$ cat src/rtl/dm_gpio_pkg.sv
// Types shared by the GPIO pixel streamer: colour channel codes, the buffered
// store entry and the serializer state encoding.
package dm_gpio_pkg;

  typedef enum logic [1:0] {
    CH_R = 2'd0,
    CH_G = 2'd1,
    CH_B = 2'd2
  } chan_e;

  typedef struct packed {
    chan_e       chan;
    logic        vf;
    logic [31:0] data;
  } gpio_entry_t;

  typedef enum logic [0:0] {
    IDLE = 1'b0,
    SEND = 1'b1
  } ser_state_e;

  localparam int ENTRY_W = $bits(gpio_entry_t);

endpackage

$ cat src/rtl/gpio_sync_fifo.sv
// Single-clock FIFO with a flop-array store; the head entry is read straight
// from the array so a pop and the following reload happen on the same edge.
module gpio_sync_fifo #(
  parameter int WIDTH = 35,
  parameter int DEPTH = 8
) (
  input  logic                     clk,
  input  logic                     rst,
  input  logic                     push,
  input  logic [WIDTH-1:0]         wr_data,
  input  logic                     pop,
  output logic [WIDTH-1:0]         rd_data,
  output logic                     full,
  output logic                     empty,
  output logic [$clog2(DEPTH):0]   level
);

  localparam int AW = $clog2(DEPTH);
  localparam logic [AW-1:0] PTR_ONE  = 1;
  localparam logic [AW:0]   LVL_ONE  = 1;
  localparam logic [AW:0]   FULL_LVL = DEPTH[AW:0];

  logic [WIDTH-1:0] mem [DEPTH];
  logic [AW-1:0]    wr_ptr;
  logic [AW-1:0]    rd_ptr;

  assign rd_data = mem[rd_ptr];
  assign full    = (level == FULL_LVL);
  assign empty   = (level == '0);

  // Storage carries no reset; only pointers and level define validity.
  always_ff @(posedge clk) begin
    if (push) begin
      mem[wr_ptr] <= wr_data;
    end
  end

  always_ff @(posedge clk) begin
    if (rst) begin
      wr_ptr <= '0;
      rd_ptr <= '0;
      level  <= '0;
    end else begin
      if (push) wr_ptr <= wr_ptr + PTR_ONE;
      if (pop)  rd_ptr <= rd_ptr + PTR_ONE;
      if (push && !pop)      level <= level + LVL_ONE;
      else if (pop && !push) level <= level - LVL_ONE;
    end
  end

endmodule

$ cat src/rtl/gpio_pixel_streamer.sv
// Turns per-channel GPIO stores into a tagged byte stream on a valid/ready
// host link, buffering store bursts in a small FIFO.
module gpio_pixel_streamer
  import dm_gpio_pkg::*;
#(
  parameter int DEPTH = 8
) (
  input  logic                   clk,
  input  logic                   rst,
  input  logic [31:0]            GPIO,
  input  logic                   GPIOEnR,
  input  logic                   GPIOEnG,
  input  logic                   GPIOEnB,
  input  logic                   gpio_vf,
  output logic                   out_valid,
  input  logic                   out_ready,
  output logic [7:0]             out_data,
  output logic [1:0]             out_chan,
  output logic                   out_last,
  output logic [$clog2(DEPTH):0] fifo_level,
  output logic                   overflow,
  output logic                   protocol_err,
  output logic [0:0]             ser_state
);

  // Handshake: a byte transfers on a rising edge where out_valid && out_ready;
  // while out_valid && !out_ready the data and tags do not change.

  localparam logic [0:0] ST_IDLE = IDLE;
  localparam logic [0:0] ST_SEND = SEND;

  logic [1:0]   en_cnt;
  logic         one_hot;
  logic         multi_en;
  gpio_entry_t  wr_entry;
  gpio_entry_t  head;
  logic [ENTRY_W-1:0] head_bits;
  logic         fifo_push;
  logic         fifo_full;
  logic         fifo_empty;
  logic         ser_pop;

  logic [0:0]   state;
  logic [31:0]  cur_data;
  logic [1:0]   cur_chan;
  logic [1:0]   idx;
  logic [1:0]   last_idx;

  assign en_cnt   = {1'b0, GPIOEnR} + {1'b0, GPIOEnG} + {1'b0, GPIOEnB};
  assign one_hot  = (en_cnt == 2'd1);
  assign multi_en = (en_cnt >= 2'd2);

  always_comb begin
    wr_entry      = '0;
    wr_entry.chan = GPIOEnR ? CH_R : (GPIOEnG ? CH_G : CH_B);
    wr_entry.vf   = gpio_vf;
    wr_entry.data = GPIO;
  end

  assign head = gpio_entry_t'(head_bits);

  // The serializer pulls the next word either from IDLE or as the final byte
  // of the current word is accepted, so consecutive words have no bubble.
  assign ser_pop = !fifo_empty &&
                   ((state == ST_IDLE) ||
                    (out_ready && (idx == last_idx)));

  assign fifo_push = !rst && one_hot && (!fifo_full || ser_pop);

  gpio_sync_fifo #(
    .WIDTH (ENTRY_W),
    .DEPTH (DEPTH)
  ) u_fifo (
    .clk     (clk),
    .rst     (rst),
    .push    (fifo_push),
    .wr_data (wr_entry),
    .pop     (ser_pop),
    .rd_data (head_bits),
    .full    (fifo_full),
    .empty   (fifo_empty),
    .level   (fifo_level)
  );

  always_ff @(posedge clk) begin
    if (rst) begin
      overflow     <= 1'b0;
      protocol_err <= 1'b0;
    end else begin
      if (one_hot && fifo_full && !ser_pop) overflow <= 1'b1;
      if (multi_en)                         protocol_err <= 1'b1;
    end
  end

  always_ff @(posedge clk) begin
    if (rst) begin
      state    <= ST_IDLE;
      cur_data <= '0;
      cur_chan <= '0;
      idx      <= '0;
      last_idx <= '0;
    end else begin
      case (state)
        ST_IDLE: begin
          if (ser_pop) begin
            cur_data <= head.data;
            cur_chan <= head.chan;
            idx      <= 2'd0;
            last_idx <= head.vf ? 2'd3 : 2'd0;
            state    <= ST_SEND;
          end
        end
        ST_SEND: begin
          if (out_ready) begin
            if (idx != last_idx) begin
              idx <= idx + 2'd1;
            end else if (ser_pop) begin
              cur_data <= head.data;
              cur_chan <= head.chan;
              idx      <= 2'd0;
              last_idx <= head.vf ? 2'd3 : 2'd0;
            end else begin
              state <= ST_IDLE;
            end
          end
        end
        default: state <= ST_IDLE;
      endcase
    end
  end

  assign out_valid = (state == ST_SEND);
  assign out_data  = cur_data[{idx, 3'b000} +: 8];
  assign out_chan  = cur_chan;
  assign out_last  = out_valid && (idx == last_idx);
  assign ser_state = state;

endmodule

$ cat config.mk
export PLATFORM = sky130hd
export DESIGN_NAME = gpio_pixel_streamer
export DESIGN_NICKNAME = d
export VERILOG_FILES = /design/src/rtl/dm_gpio_pkg.sv /design/src/rtl/gpio_sync_fifo.sv /design/src/rtl/gpio_pixel_streamer.sv
export SDC_FILE = /design/constraint.sdc
export NUM_CORES = 1
export LEC_CHECK = 0
export BUFFER_PORTS_ARGS = -buffer_cell sky130_fd_sc_hd__buf_2
export CORE_MARGIN = 10
export CORE_UTILIZATION = 45
export CTS_CLUSTER_DIAMETER = 30
export CTS_CLUSTER_SIZE = 16
export DETAILED_ROUTE_END_ITERATION = 8
export GPL_TIMING_DRIVEN = 0
export PLACE_DENSITY_LB_ADDON = 0.3
export SYNTH_ARGS = -nofsm -noshare
export SYNTH_HDL_FRONTEND = slang
export SYNTH_HIERARCHICAL = 1
export SYNTH_SLANG_ARGS = --single-unit
$ cat constraint.sdc
create_clock -name clk -period 8.5 [get_ports clk]
set_input_delay 0.425 -clock clk [delete_from_list [all_inputs] [get_ports clk]]
set_output_delay 0.425 -clock clk [all_outputs]
set_load 0.02 [all_outputs]
-- After elaboration in Yosys (flattened, before gate mapping)
Memory sizes are Yosys's and may differ from the RTL's. A register that Yosys moved wholly into a read port is not among the register bits.
Index checks and enable logic that the tools add are counted.
- add/subtract/negate cells: 7
- multiply operators: 0
- divide/modulo/power cells: 0
- magnitude comparators: 1
- eq/ne operators: 6
- shift-type cells: 1
- muxes and demuxes: 29
- bitwise gates (word level): 1
- reductions and logical operators: 19
- operators by type and width (kind ; count):
    $mux 32 ; 3
    $pmux 32 s2 ; 1
    $shiftx 32x6->8 ; 1
    $mux 2 ; 12
    $pmux 2 s2 ; 3
    $logic_and 1x1->1 ; 9
    $mux 4 ; 2
    $add 3x1->3 const B ; 2
    $mux 3 ; 2
    $logic_not 1->1 ; 5
    $mux 1 ; 5
    $add 4x1->4 const B ; 1
    $eq 4x4->1 const B ; 1
    $logic_not 4->1 ; 1
    $ne 2x2->1 const B ; 2
    $sub 4x1->4 const B ; 1
    $add 1x1->2 ; 1
    $add 2x1->2 ; 1
    $add 2x1->2 const B ; 1
    $eq 2x1->1 const B ; 1
    $eq 2x2->1 ; 1
    $ge 2x2->1 const B ; 1
    $logic_or 1x1->1 ; 2
    $ne 2x2->1 ; 1
    other kinds (4) ; 4
- flip-flop bits (word level): 51
- bits in latches: 0
- RAM bits: 280
- ROM bits: 0
- bits of input ports: 39
- word-level logic and storage cells: 75
- memories: 1
- memory list (memory ; words ; width ; rd ports ; clocked after memory_dff ; wr ports ; RTL line ; RTL):
    u_fifo.mem ; 8 ; 35 ; 1 ; 1 ; 1 ; gpio_sync_fifo.sv:23 ; logic [WIDTH-1:0] mem [DEPTH];

-- Longest topological paths before layout
Gate-level depths: netlist (run 1).
- word-level depth: 10
- gate-level depth with buffers: 13
- gate-level depth less buffers: 11

-- Cells and area by module
The synthesis (run 1) kept the hierarchy.
- modules (own cells, without submodules) (module ; instances ; cells each ; area an instance (um^2) ; sequential area each (um^2)):
    gpio_sync_fifo ; 1 ; 474 ; 11392.2 ; 8668.3
    gpio_pixel_streamer ; 1 ; 343 ; 2887.8 ; 800.8

-- Worst setup path before layout (run 1)
OpenSTA, ideal clock, no wires.
- path kind: input port to flip-flop
- start point: input port out_ready
- end point: memory u_fifo.mem[0][0], enable pin
- arrival: 4.635 ns
- required time: 8.029 ns
- path slack: 3.394 ns
- stages on the path: 7
- path buffers: 2
- cells stage by stage: buf_2 -> or4b_1 -> buf_6 -> a31o_4 -> a2111oi_2 -> nand2b_1 -> nor3_1
- cells in the longest elaborated chain, start to end: 7
- RTL lines (element ; RTL line ; RTL):
    start: declaration ; gpio_pixel_streamer.sv:16 ; input logic out_ready,
    $logic_and 1x1->1 ; gpio_pixel_streamer.sv:66 ; (out_ready && (idx == last_idx)));
    $logic_or 1x1->1 ; gpio_pixel_streamer.sv:65 ; ((state == ST_IDLE) ||
    $logic_and 1x1->1 ; gpio_pixel_streamer.sv:64 ; assign ser_pop = !fifo_empty &&
    $logic_or 1x1->1 ; gpio_pixel_streamer.sv:68 ; assign fifo_push = !rst && one_hot && (!fifo_full || ser_pop);
    $logic_and 1x1->1 ; gpio_pixel_streamer.sv:68 ;
    via fifo_push ; gpio_pixel_streamer.sv:38 ; logic fifo_push;
    $mux 1 ; gpio_sync_fifo.sv:33 ; if (push) begin
    $mux 1 (not written as such) ; gpio_sync_fifo.sv:34 ; mem[wr_ptr] <= wr_data;
    end: declaration ; gpio_sync_fifo.sv:23 ;
The timed path passes the listed nets, and every way through them passes these cells.

-- Final worst setup path (run 1)
- start point: register idx[1]
- end point: memory u_fifo.mem[1][14], enable pin
- cells in the longest elaborated chain, start to end: 8
- RTL lines (element ; RTL line ; RTL):
    start: declaration ; gpio_pixel_streamer.sv:46 ; logic [1:0] idx;
    start signal: assignment ; gpio_pixel_streamer.sv:116 ; idx <= idx + 2'd1;
    $eq 2x2->1 ; gpio_pixel_streamer.sv:66 ;
    $logic_and 1x1->1 ; gpio_pixel_streamer.sv:66 ;
    $logic_or 1x1->1 ; gpio_pixel_streamer.sv:65 ;
    $logic_and 1x1->1 ; gpio_pixel_streamer.sv:64 ;
    $logic_or 1x1->1 ; gpio_pixel_streamer.sv:68 ;
    $logic_and 1x1->1 ; gpio_pixel_streamer.sv:68 ;
    via fifo_push ; gpio_pixel_streamer.sv:38 ;
    $mux 1 ; gpio_sync_fifo.sv:33 ;
    $mux 1 (not written as such) ; gpio_sync_fifo.sv:34 ;
The timed path passes the listed nets, and every way through them passes these cells.

==> results of run 1 <==
-- report_power, final --
group	switching, mW	internal, mW	total, mW	leakage, nW
clock	0.798	1.56	2.36	0.978
sequential	0.0860	1.87	1.96	2.96
combinational	0.735	0.567	1.30	1.96
-- sequential cells by signal (all words and copies together), names as in the netlist, named ones only --
signal and cells:
out_chan 2, last_idx 1, u_fifo/wr_ptr 3, protocol_err 1, out_valid 1, overflow 1
cur_data 32, idx 2, u_fifo/mem 280, u_fifo/level 4, u_fifo/rd_ptr 3
-- cells by family after synthesis --
| logic type | count (synthesis) | share of synthesized area |
|---|---|---|
| adder cells (fa/ha/maj) | 7 | 0.007185 |
| buffers and inverters | 115 | 0.03768 |
| AND/OR/NAND/NOR | 119 | 0.03549 |
| AO/OA/AOI/OAI | 121 | 0.08157 |
| multiplexers | 117 | 0.1719 |
| flip-flops | 333 | 0.6631 |
| XOR/XNOR | 5 | 0.003067 |
-- how the worst max path moves through the flow --
stage              start           endpoint  slack (ps)  depth (start not counted)
6_report          idx[1]  u_fifo/mem[1][14]        4340                          8
3_5_place_dp   out_ready  u_fifo/mem[1][15]        4350                          9
2_1_floorplan  out_ready   u_fifo/mem[0][0]        3390                          7
3_3_place_gp   out_ready  u_fifo/mem[0][16]         690                          7
4_1_cts           idx[1]  u_fifo/mem[1][14]        4340                          8
5_1_grt           idx[1]  u_fifo/mem[1][14]        4100                          8
-- metrics by stage --
stage	total power [mW]	hold WS [ps]	setup slack, ps	cells
floorplan	2.879	467.6	3394	817
global placement	3.253	441.0	688.8	1275
detailed placement	3.284	453.9	4349	1289
CTS	5.652	105.8	4337	1401
global route	5.847	115.9	4103	1401
finish	5.616	120.0	4340	1401
-- routing by layer --
layer	wire [um]	up-vias	share of wire	global-route usage
li1	-	3685	-	-
met1	14900	4232	0.45	0.2397
met2	15680	284	0.47	0.2632
met3	1878	48	0.057	0.03327
met4	568	2	0.017	0.04613
met5	7	-	0.00021	0
-- synth_stat cells, types with 2 or more instances --
| master | number |
|---|---|
| a2111o_1 | 34 |
| a21oi_1 | 7 |
| buf_1 | 5 |
| buf_2 | 4 |
| buf_6 | 13 |
| clkbuf_1 | 47 |
| dfxtp_1 | 53 |
| edfxtp_1 | 280 |
| fa_1 | 2 |
| ha_1 | 5 |
| inv_1 | 45 |
| mux2_2 | 36 |
| mux2i_1 | 3 |
| mux4_1 | 70 |
| mux4_2 | 8 |
| nand2_1 | 75 |
| nand2b_1 | 6 |
| nand3_1 | 3 |
| nand4_1 | 2 |
| nor2_1 | 22 |
| nor3_1 | 3 |
| o311ai_0 | 5 |
| o311ai_1 | 29 |
| o32a_1 | 34 |
| xnor2_1 | 2 |
| xor2_1 | 3 |
-- layout make-up --
class	instances	area [sq um]
timing repair buffer	70	483.0
multi-input combinational	369	4328
fill	2420	14100
tap	402	503.0
buffer	70	369.1
clock inverter	46	462.9
sequential	333	9469
inverter	45	168.9
clock buffer	66	1588
==> summary.txt, run 1 <==
Outcome
  • Outcome: finished, final reports clean

Route
  • Vias per cell: roughly 6
  • WL per Instance: approximately 24 um
  • DR iter-0 viols: around 660
  • DRT Wirelength: 33.03 mm
  • DRC: 0
  • ANT nets after route: 0
  • Initial DRT Pass Iterations: 5
  • Total number of vias: roughly 8300

Hold path
  • Worst hold path type: input port to register
  • Worst Hold Path EP: u_fifo/mem[6][31]
  • WHS Path Cells: 1
  • Hold Path Origin: GPIO[31]

Die
  • I/O pin cnt: 58
  • Core ar.: between 30000 and 40000 sq um
  • DIE AREA: 39260 sq um
  • Die W: ~200 um
  • Die Span Y: about 200 um
  • Initial core utilization: 0.4537
  • Row count: between 60 and 70

Clock network
  • Clock H-tree levels: 2
  • CTS Hold Bufs: 0
  • CTS tree: yes
  • CTS clk-pin slew, worst paths: 50 ps
  • CTS Buffer Depth: 3
  • Skew-Pair Late Insertion Delay: 570 ps
  • Clock Sinks: 333
  • Clk Tree Root Cell: clkbuf_16
  • CTS Buf Count: approximately 60
  • Post-CTS setup buffers: 0
  • Post-CTS sizing: 0

Worst setup path
  • Worst-path fanout max: 10
  • Startpoint Class: register
  • Worst R2R End: u_fifo/mem[1][14]
  • CP required: approximately 9000 ps
  • Worst Setup End Kind: register
  • CP peak stage delay: ~750 ps
  • Crit-path leading delay family: simple AND/OR/NAND/NOR gates
  • Reg2Reg Depth: 8
  • Reg-to-reg startpoint: idx[1]
  • CP bufs+invs: 3
  • Worst-path cell chain: clkbuf_1 > nand4_1 > a31o_4 > a2111oi_2 > nand2_1 > nor3_2 > buf_4 > buf_6
  • Reg2Reg Setup Slack: 4340 ps
  • Worst Path Arrival: approximately 4400 ps
  • Crit path max-delay cell type: a2111oi_2
  • Crit path kind: register to register

Cells and area
  • Final Util: 0.5519
  • Commonest non-fill, non-tap cells in the layout: edfxtp_1 (280), nand2_1 (75), mux4_1 (70), clkbuf_16 (63), buf_2 (60)
  • Layout cell share with drive strength beyond 1: 0.2412
  • Commonest non-fill, non-tap cell in the layout: edfxtp_1
  • Final net count: 996
  • N_diodes: 0
  • Post-route design area: ~17000 sq um
  • Area grow syn2layout: 21.65%

Synth
  • Net Count, Synth: 863
  • Synthesized instance count: roughly 820
  • Syn_area_per_cell: between 15 and 20 sq um
  • Ys flop type: edfxtp_1
  • Sequential area share after synthesis: 0.6631
  • Seq cells post-synth: approximately 330
  • Post-synth ARST share: 0
  • Area share of the largest cell type after synthesis: 0.5888
  • Number of synthesized flops with an enable pin: 280
  • Yosys top cell by area: edfxtp_1
  • YS warnings: 6
  • Mapped Area: about 14000 sq um
  • Unique cell type count in the Yosys netlist: 47
  • Synth top area cells: edfxtp_1 (59%), mux4_1 (13%), dfxtp_1 (7.4%)

Placed design
  • Area of placed instances: about 15000 sq um
  • DPL Wire Length: 21.00 mm
  • Gpl congestion: ~0.84
  • Port bufs: between 50 and 60

Power and ir drop
  • Leakage: around 5.9 nW
  • Peak VDD IR: approximately 0.19 mV
  • Power Density: roughly 320 nW/um^2

STA
  • Max-Slew Margin vs Limit: 0.4689
  • Max-slew violations: 0
  • Setup violators final: 0
  • Setup TNS: 0 ps
  • Final hold vios: 0
  • Highest clock rate: about 240 MHz
  • Fin crit share: 0.4894
  • RSZ-0062 raised after global routing: false
  • Worst-Margin Slew: around 800 ps
  • Fin crit period: between 4000 and 5000 ps
  • Clock Skews: 16.15 ps

GRT
  • Antenna violations before repair: 2
  • Total congestion overflow: 0
  • Largest net degree at the start of global routing: 21
  • Total track usage: 0.1700
  • First-pass GRT wire length: ~51 mm
  • Vias in the first global route: around 8400

Flow run
  • Maxcap violations: 0
No activity file was read; power rests on OpenSTA's default activity.
==> run 2, diff against run 1 <==
==> constraint.sdc (replaced) <==
create_clock -name clk -period 3.4 [get_ports clk]
set_input_delay 0.17 -clock clk [delete_from_list [all_inputs] [get_ports clk]]
set_output_delay 0.17 -clock clk [all_outputs]
set_load 0.02 [all_outputs]
==> summary.txt, run 2 (synthesis results as in run 1) <==
Outcome
  • Outcome: finished, final reports clean

Route
  • Vias per cell: 5.809 (-1.4%)
  • DRT Wirelength: 33.96 mm (+2.8%)
  • WL per Instance: 23.49 um (-0.39%)
  • Initial DRT Pass Iterations: 5 (unchanged)
  • ANT nets after route: 0 (unchanged)
  • Total number of vias: 8400 (+1.8%)
  • DR iter-0 viols: 632 (-4.0%)
  • DRC: 0 (unchanged)

Die
  • Initial core utilization: 0.4537 (unchanged)
  • I/O pin cnt: 58 (unchanged)
  • Core ar.: 31470 sq um (unchanged)
  • Die W: 198.1 um (unchanged)
  • Row count: 65 (unchanged)
  • Die Span Y: 198.1 um (unchanged)
  • DIE AREA: 39260 sq um (unchanged)

Cells and area
  • Post-route design area: 17900 sq um (+3.0%)
  • Final Non-Filler Cells: 1446 (+3.2%)
  • Area grow syn2layout: 25.33%
  • Biggest regs: u_fifo/mem x280, cur_data x32, u_fifo/level x4
  • Commonest non-fill, non-tap cell in the layout: edfxtp_1
  • Commonest non-fill, non-tap cells in the layout: edfxtp_1 (280), nand2_1 (75), mux4_1 (70), buf_2 (60), clkbuf_16 (60)
  • N_diodes: 0 (unchanged)
  • Max reg flops: 280 (unchanged)
  • Largest Register: u_fifo/mem
  • Layout cell share with drive strength beyond 1: 0.2443 (+0.003012)
  • Final net count: 1040 (+4.4%)

STA
  • Fin crit share: 0.9745 (+0.4851)
  • Max-Slew Margin vs Limit: 0.3274 (-0.1415)
  • Max-slew violations: 0 (unchanged)
  • Worst-Margin Slew: 994.9 ps (+198.2 ps)
  • Setup violators final: 0 (unchanged)
  • Highest clock rate: 301.8 MHz (+26%)
  • RSZ-0062 raised after global routing: false
  • Fin crit period: 3313 ps (-846.8 ps)
  • Final hold vios: 0 (unchanged)
  • Clock Skews: 23.23 ps (+7.078 ps)

Placed design
  • Port bufs: 56 (unchanged)
  • DPL Wire Length: 20.94 mm (-0.27%)
  • Area of placed instances: 15340 sq um (about the same)
  • Gpl congestion: 0.8604 (+2.6%)
  • Inst Count DP: 1285 (-0.31%)

GRT
  • Total track usage: 0.1734 (+0.003401)
  • Grt met2 use: 0.2726 (+0.009355)
  • Most used routing layer: met2
  • Largest net degree at the start of global routing: 21 (unchanged)
  • First-pass GRT wire length: 51.81 mm (+1.1%)
  • Antenna violations before repair: 0 (-2)
  • Total congestion overflow: 0 (unchanged)
  • Met3 Track Usage GR: 0.03174 (-0.001528)
  • Vias in the first global route: 8585 (+2.1%)
  • Met1 Use GR: 0.2416 (+0.001893)

Hold path
  • Hold Path Origin: GPIOEnG
  • Worst hold path type: input port to register
  • WHS Path Cells: 2 (+1)

Worst setup path
  • Startpoint Class: register
  • Critical path origin: idx[0]
  • Worst-path fanout max: 14 (+4)
  • Worst Path Arrival: 3570 ps (-850 ps)
  • Reg2Reg Depth: 9 (+1)
  • Crit path kind: register to register
  • Worst Setup End Kind: register
  • CP required: 3650 ps (-5110 ps)
  • Reg-to-reg startpoint: idx[0]

Power and ir drop
  • Design Power: 14.08 mW (+150%)
  • Power Density: 786.6 nW/um^2 (+140%)
  • Peak VDD IR: 0.5051 mV (+170%)
  • Leakage: 6.100 nW (+3.4%)

Clock network
  • Clock H-tree levels: 2 (unchanged)
  • Clock Sinks: 333 (unchanged)
  • CTS Buf Count: 60 (-1.6%)
  • Clk Tree Root Cell: clkbuf_16
  • Skew-Pair Late Insertion Delay: 580 ps (about the same)
  • CTS clk-pin slew, worst paths: 50 ps (about the same)
  • CTS tree: yes
  • CTS Buffer Depth: 3 (unchanged)

Flow run
  • Maxcap violations: 0 (unchanged)
[run 2: cell count changes in the layout (fill, tap and decap cells not counted), moves of 3 or more]
| cell | before | now |
|---|---|---|
| inv_6 | 8 | 4 |
| clkbuf_16 | 63 | 60 |
| clkbuf_1 | 50 | 53 |
| buf_12 | 6 | 12 |
| buf_6 | 19 | 13 |
| buf_4 | 3 | 11 |
| dlygate4sd3_1 | 0 | 34 |
| buf_8 | 0 | 3 |
[run 2: layout make-up]
class,count,area (sq um)
flip-flops and latches,333,9469
inverters,45,168.9
repair buffers,116,1008
plain buffers,69,366.6
multi-input cells,369,4372
fillers,2406,13580
clock buffers,68,1531
clock inverters,44,478.0
well taps,402,503.0
[run 2: metal layers]
layer / vias up / part of all wire
met5: - / 0
met4: 0 / 0.020
met3: 60 / 0.055
met2: 248 / 0.48
met1: 4322 / 0.44
li1: 3770 / -
[run 2: power breakdown]
| group | switching, mW | internal (mW) | total [mW] |
|---|---|---|---|
| logic | 1.88 | 1.48 | 3.37 |
| registers | 0.219 | 4.68 | 4.90 |
| clock network | 1.98 | 3.84 | 5.81 |
| total | 4.08 | 10.0 | 14.1 |
[run 2: repair_timing]
action | CTS | global route
pin swaps | 8 | 3
setup endpoints to repair | 142 | 85
buffers inserted | 8 | 8
hold buffers | 34 | 0
gates resized for setup | 2 | 4
hold endpoints to repair | 265 | 0
[run 2: stage by stage]
stage                     setup WS (ps)    util  hold slack [ps]  setup TNS, ps
after detailed placement         -122.5  0.4873            443.7         -11950
after CTS                        0.3633  0.5663            9.206              0
final                             86.72  0.5686            27.53              0
after global placement            -1166  0.4802            436.0        -298560
after floorplan                   29.68       -            268.9              0
after global routing              18.25  0.5686            49.49              0
[run 2: path summary, 6_finish.rpt]
check	to	slack, ps
worst min register to register	cur_data[19]	500
worst max-delay path	u_fifo/mem[1][27]	90
worst max register to register	u_fifo/mem[1][27]	90
worst min-delay path	u_fifo/mem[4][34]	30
[run 2: worst max-delay path: stages, from the launching register on]
cell,delay [ps]
dfxtp_1,300
buf_6,140
or4b_1,520
buf_6,150
a31o_4,260
a2111oi_4,350
buf_4,210
nand2_1,230
nor3_4,570
buf_8,270
==> run 3, diff against run 2 <==
--- a/config.mk
+++ b/config.mk
@@ -13,6 +13,8 @@
 export DETAILED_ROUTE_END_ITERATION = 8
 export GPL_TIMING_DRIVEN = 0
 export PLACE_DENSITY_LB_ADDON = 0.3
+export RECOVER_POWER = 100
+export SETUP_SLACK_MARGIN = 0.2
 export SYNTH_ARGS = -nofsm -noshare
 export SYNTH_HDL_FRONTEND = slang
 export SYNTH_HIERARCHICAL = 1
==> summary.txt, run 3 (synthesis results as in run 1) <==
Worst setup path
  • Worst R2R End: u_fifo/mem[1][34]
  • Startpoint Class: register
  • Most common cell type on the critical path: clkbuf_1
  • Crit-path leading delay family: simple AND/OR/NAND/NOR gates
  • Crit path depth: 10 (+1)
  • Reg-to-reg startpoint: idx[0]
  • Crit path max-delay cell type: or4b_4
  • Reg2Reg Depth: 10 (+1)
  • Worst-path cell chain: clkbuf_1 > or4b_4 > clkbuf_1 > a31o_4 > a2111oi_4 > clkbuf_4 > nand2_2 > nor3_1 > clkbuf_1 > clkbuf_1
  • Worst Setup End Kind: register
  • Worst Path Arrival: 3420 ps (-150 ps)
  • CP peak stage delay: 500 ps (-70 ps)
  • CP required: 3640 ps (about the same)
  • CP bufs+invs: 5 (+1)
  • Crit path kind: register to register
  • Worst-path fanout max: 7 (-7)
  • Reg2Reg Setup Slack: 220 ps (+140 ps)

Route
  • DRC: 0 (unchanged)
  • ANT nets after route: 0 (unchanged)
  • WL per Instance: 24.19 um (+3.0%)
  • DR iter-0 viols: 812 (+28%)
  • Total number of vias: 8737 (+4.0%)
  • DRT Wirelength: 35.78 mm (+5.4%)
  • Vias per cell: 5.907 (+1.7%)
  • Initial DRT Pass Iterations: 6 (+1)

Clock network
  • Clk Tree Root Cell: clkbuf_16
  • CTS Buffer Depth: 3 (unchanged)
  • CTS tree: yes
  • CTS clk-pin slew, worst paths: 50 ps (about the same)
  • Clock Sinks: 333 (unchanged)
  • Skew-Pair Late Insertion Delay: 580 ps (about the same)
  • Clock H-tree levels: 3 (+1)
  • CTS Buf Count: 67 (+12%)

Hold path
  • Hold Path Origin: GPIOEnG
  • Worst Hold Path EP: u_fifo/mem[3][34]
  • WHS Path Cells: 2 (unchanged)
  • Worst hold path type: input port to register

Placed design
  • Area of placed instances: 15260 sq um (-0.52%)
  • Gpl congestion: 0.8617 (+0.15%)
  • DPL Wire Length: 20.31 mm (-3.0%)
  • Port bufs: 56 (unchanged)

GRT
  • First-pass GRT wire length: 55.03 mm (+6.2%)
  • Vias in the first global route: 8901 (+3.7%)
  • Total track usage: 0.1862 (+0.01282)
  • Antenna violations before repair: 0 (unchanged)
  • Total congestion overflow: 0 (unchanged)
  • Largest net degree at the start of global routing: 19 (-9.5%)

Cells and area
  • N_diodes: 0 (unchanged)
  • Commonest non-fill, non-tap cells in the layout: edfxtp_1 (280), clkbuf_1 (120), nand2_1 (74), mux4_1 (70), clkbuf_16 (69)
  • Sequential Area: 9470 sq um (about the same)
  • Max reg flops: 280 (unchanged)
  • Final net count: 1071 (+3.0%)
  • Area of the multi-input gates: 4359 sq um (-0.29%)
  • Layout cell share with drive strength beyond 1: 0.1978 (-0.04648)
  • Fillers: 2384 (-0.91%)
  • Post-route design area: 18240 sq um (+1.9%)
  • Commonest non-fill, non-tap cell in the layout: edfxtp_1
  • Biggest regs: u_fifo/mem x280, cur_data x32, u_fifo/level x4
  • Largest Register: u_fifo/mem
  • Area grow syn2layout: 27.71%

Power and ir drop
  • Leakage: 6.145 nW (+0.73%)
  • Peak VDD IR: 0.4469 mV (-12%)
  • Power Density: 821.9 nW/um^2 (+4.5%)
  • Design Power: 14.99 mW (+6.5%)

STA
  • Worst-Margin Slew: 783.4 ps (-211.5 ps)
  • Highest clock rate: 314.8 MHz (+4.3%)
  • Clock Skews: 33.77 ps (+10.54 ps)
  • Setup violators final: 0 (unchanged)
  • RSZ-0062 raised after global routing: false
  • Final hold vios: 0 (unchanged)
  • Max-Slew Margin vs Limit: 0.4704 (+0.1430)
  • Fin crit share: 0.9344 (-0.04008)
  • Fin crit period: 3177 ps (-136.3 ps)
  • Max-slew violations: 0 (unchanged)
  • Setup TNS: 0 ps (unchanged)

Die
  • DIE AREA: 39260 sq um (unchanged)
  • Die Span Y: 198.1 um (unchanged)
  • Die W: 198.1 um (unchanged)
  • I/O pin cnt: 58 (unchanged)
  • Core ar.: 31470 sq um (unchanged)
  • Row count: 65 (unchanged)
  • Initial core utilization: 0.4537 (unchanged)

Outcome
  • Outcome: finished, final reports clean

Flow run
  • Maxcap violations: 0 (unchanged)
[run 3: through the flow]
stage	cells	worst slack, ps	util	hold slack [ps]
floorplan	817	-15.36	-	268.9
global placement	1275	-1090	0.4815	434.3
detailed placement	1281	-456.0	0.4847	442.9
CTS	1479	190.5	0.5905	15.46
global route	1479	107.3	0.5794	49.89
finish	1479	223.0	0.5794	37.52
[run 3: where the power goes]
group / total (mW) / internal [mW] / switching, mW
registers: 4.90 / 4.68 / 0.222
logic: 3.32 / 1.44 / 1.88
clock network: 6.76 / 4.53 / 2.23
total: 15.0 / 10.7 / 4.34
[run 3: final cells by class]
| type | count | share of cell area |
|---|---|---|
| Buffer | 69 | 0.01955 |
| Clock buffer | 75 | 0.09591 |
| Clock inverter | 46 | 0.03478 |
| Inverter | 45 | 0.009399 |
| Multi-Input combinational cell | 375 | 0.2390 |
| Sequential cell | 333 | 0.5193 |
| Tap cell | 402 | 0.02758 |
| Timing Repair Buffer | 134 | 0.05447 |
[run 3: how the worst max path moves through the flow]
stage | to | start | slack, ps
after floorplan | u_fifo/mem[1][0] | idx[0] | -20
after global placement | u_fifo/mem[1][13] | idx[1] | -1090
after detailed placement | u_fifo/mem[3][18] | idx[1] | -460
after CTS | u_fifo/level[3] | idx[0] | 190
after global routing | u_fifo/level[3] | u_fifo/level[0] | 110
final | u_fifo/mem[1][34] | idx[0] | 220
[run 3: timing repair]
item | 4_1_cts | 5_1_grt
endpoints found under the hold margin | 265 | 0
resized for setup | 17 | 3
endpoints found under the setup margin | 268 | 2
buffers inserted | 37 | 1
gates cloned | 6 | 0
hold buffers | 34 | 0
pin swaps | 18 | 3
[run 3: layer usage]
layer / track usage / vias up / share of wire
met1: 0.2563 / 4425 / 0.44
met2: 0.2819 / 381 / 0.46
li1: - / 3848 / -
met3: 0.04753 / 83 / 0.077
met5: 0 / - / 0
met4: 0.06264 / 0 / 0.031
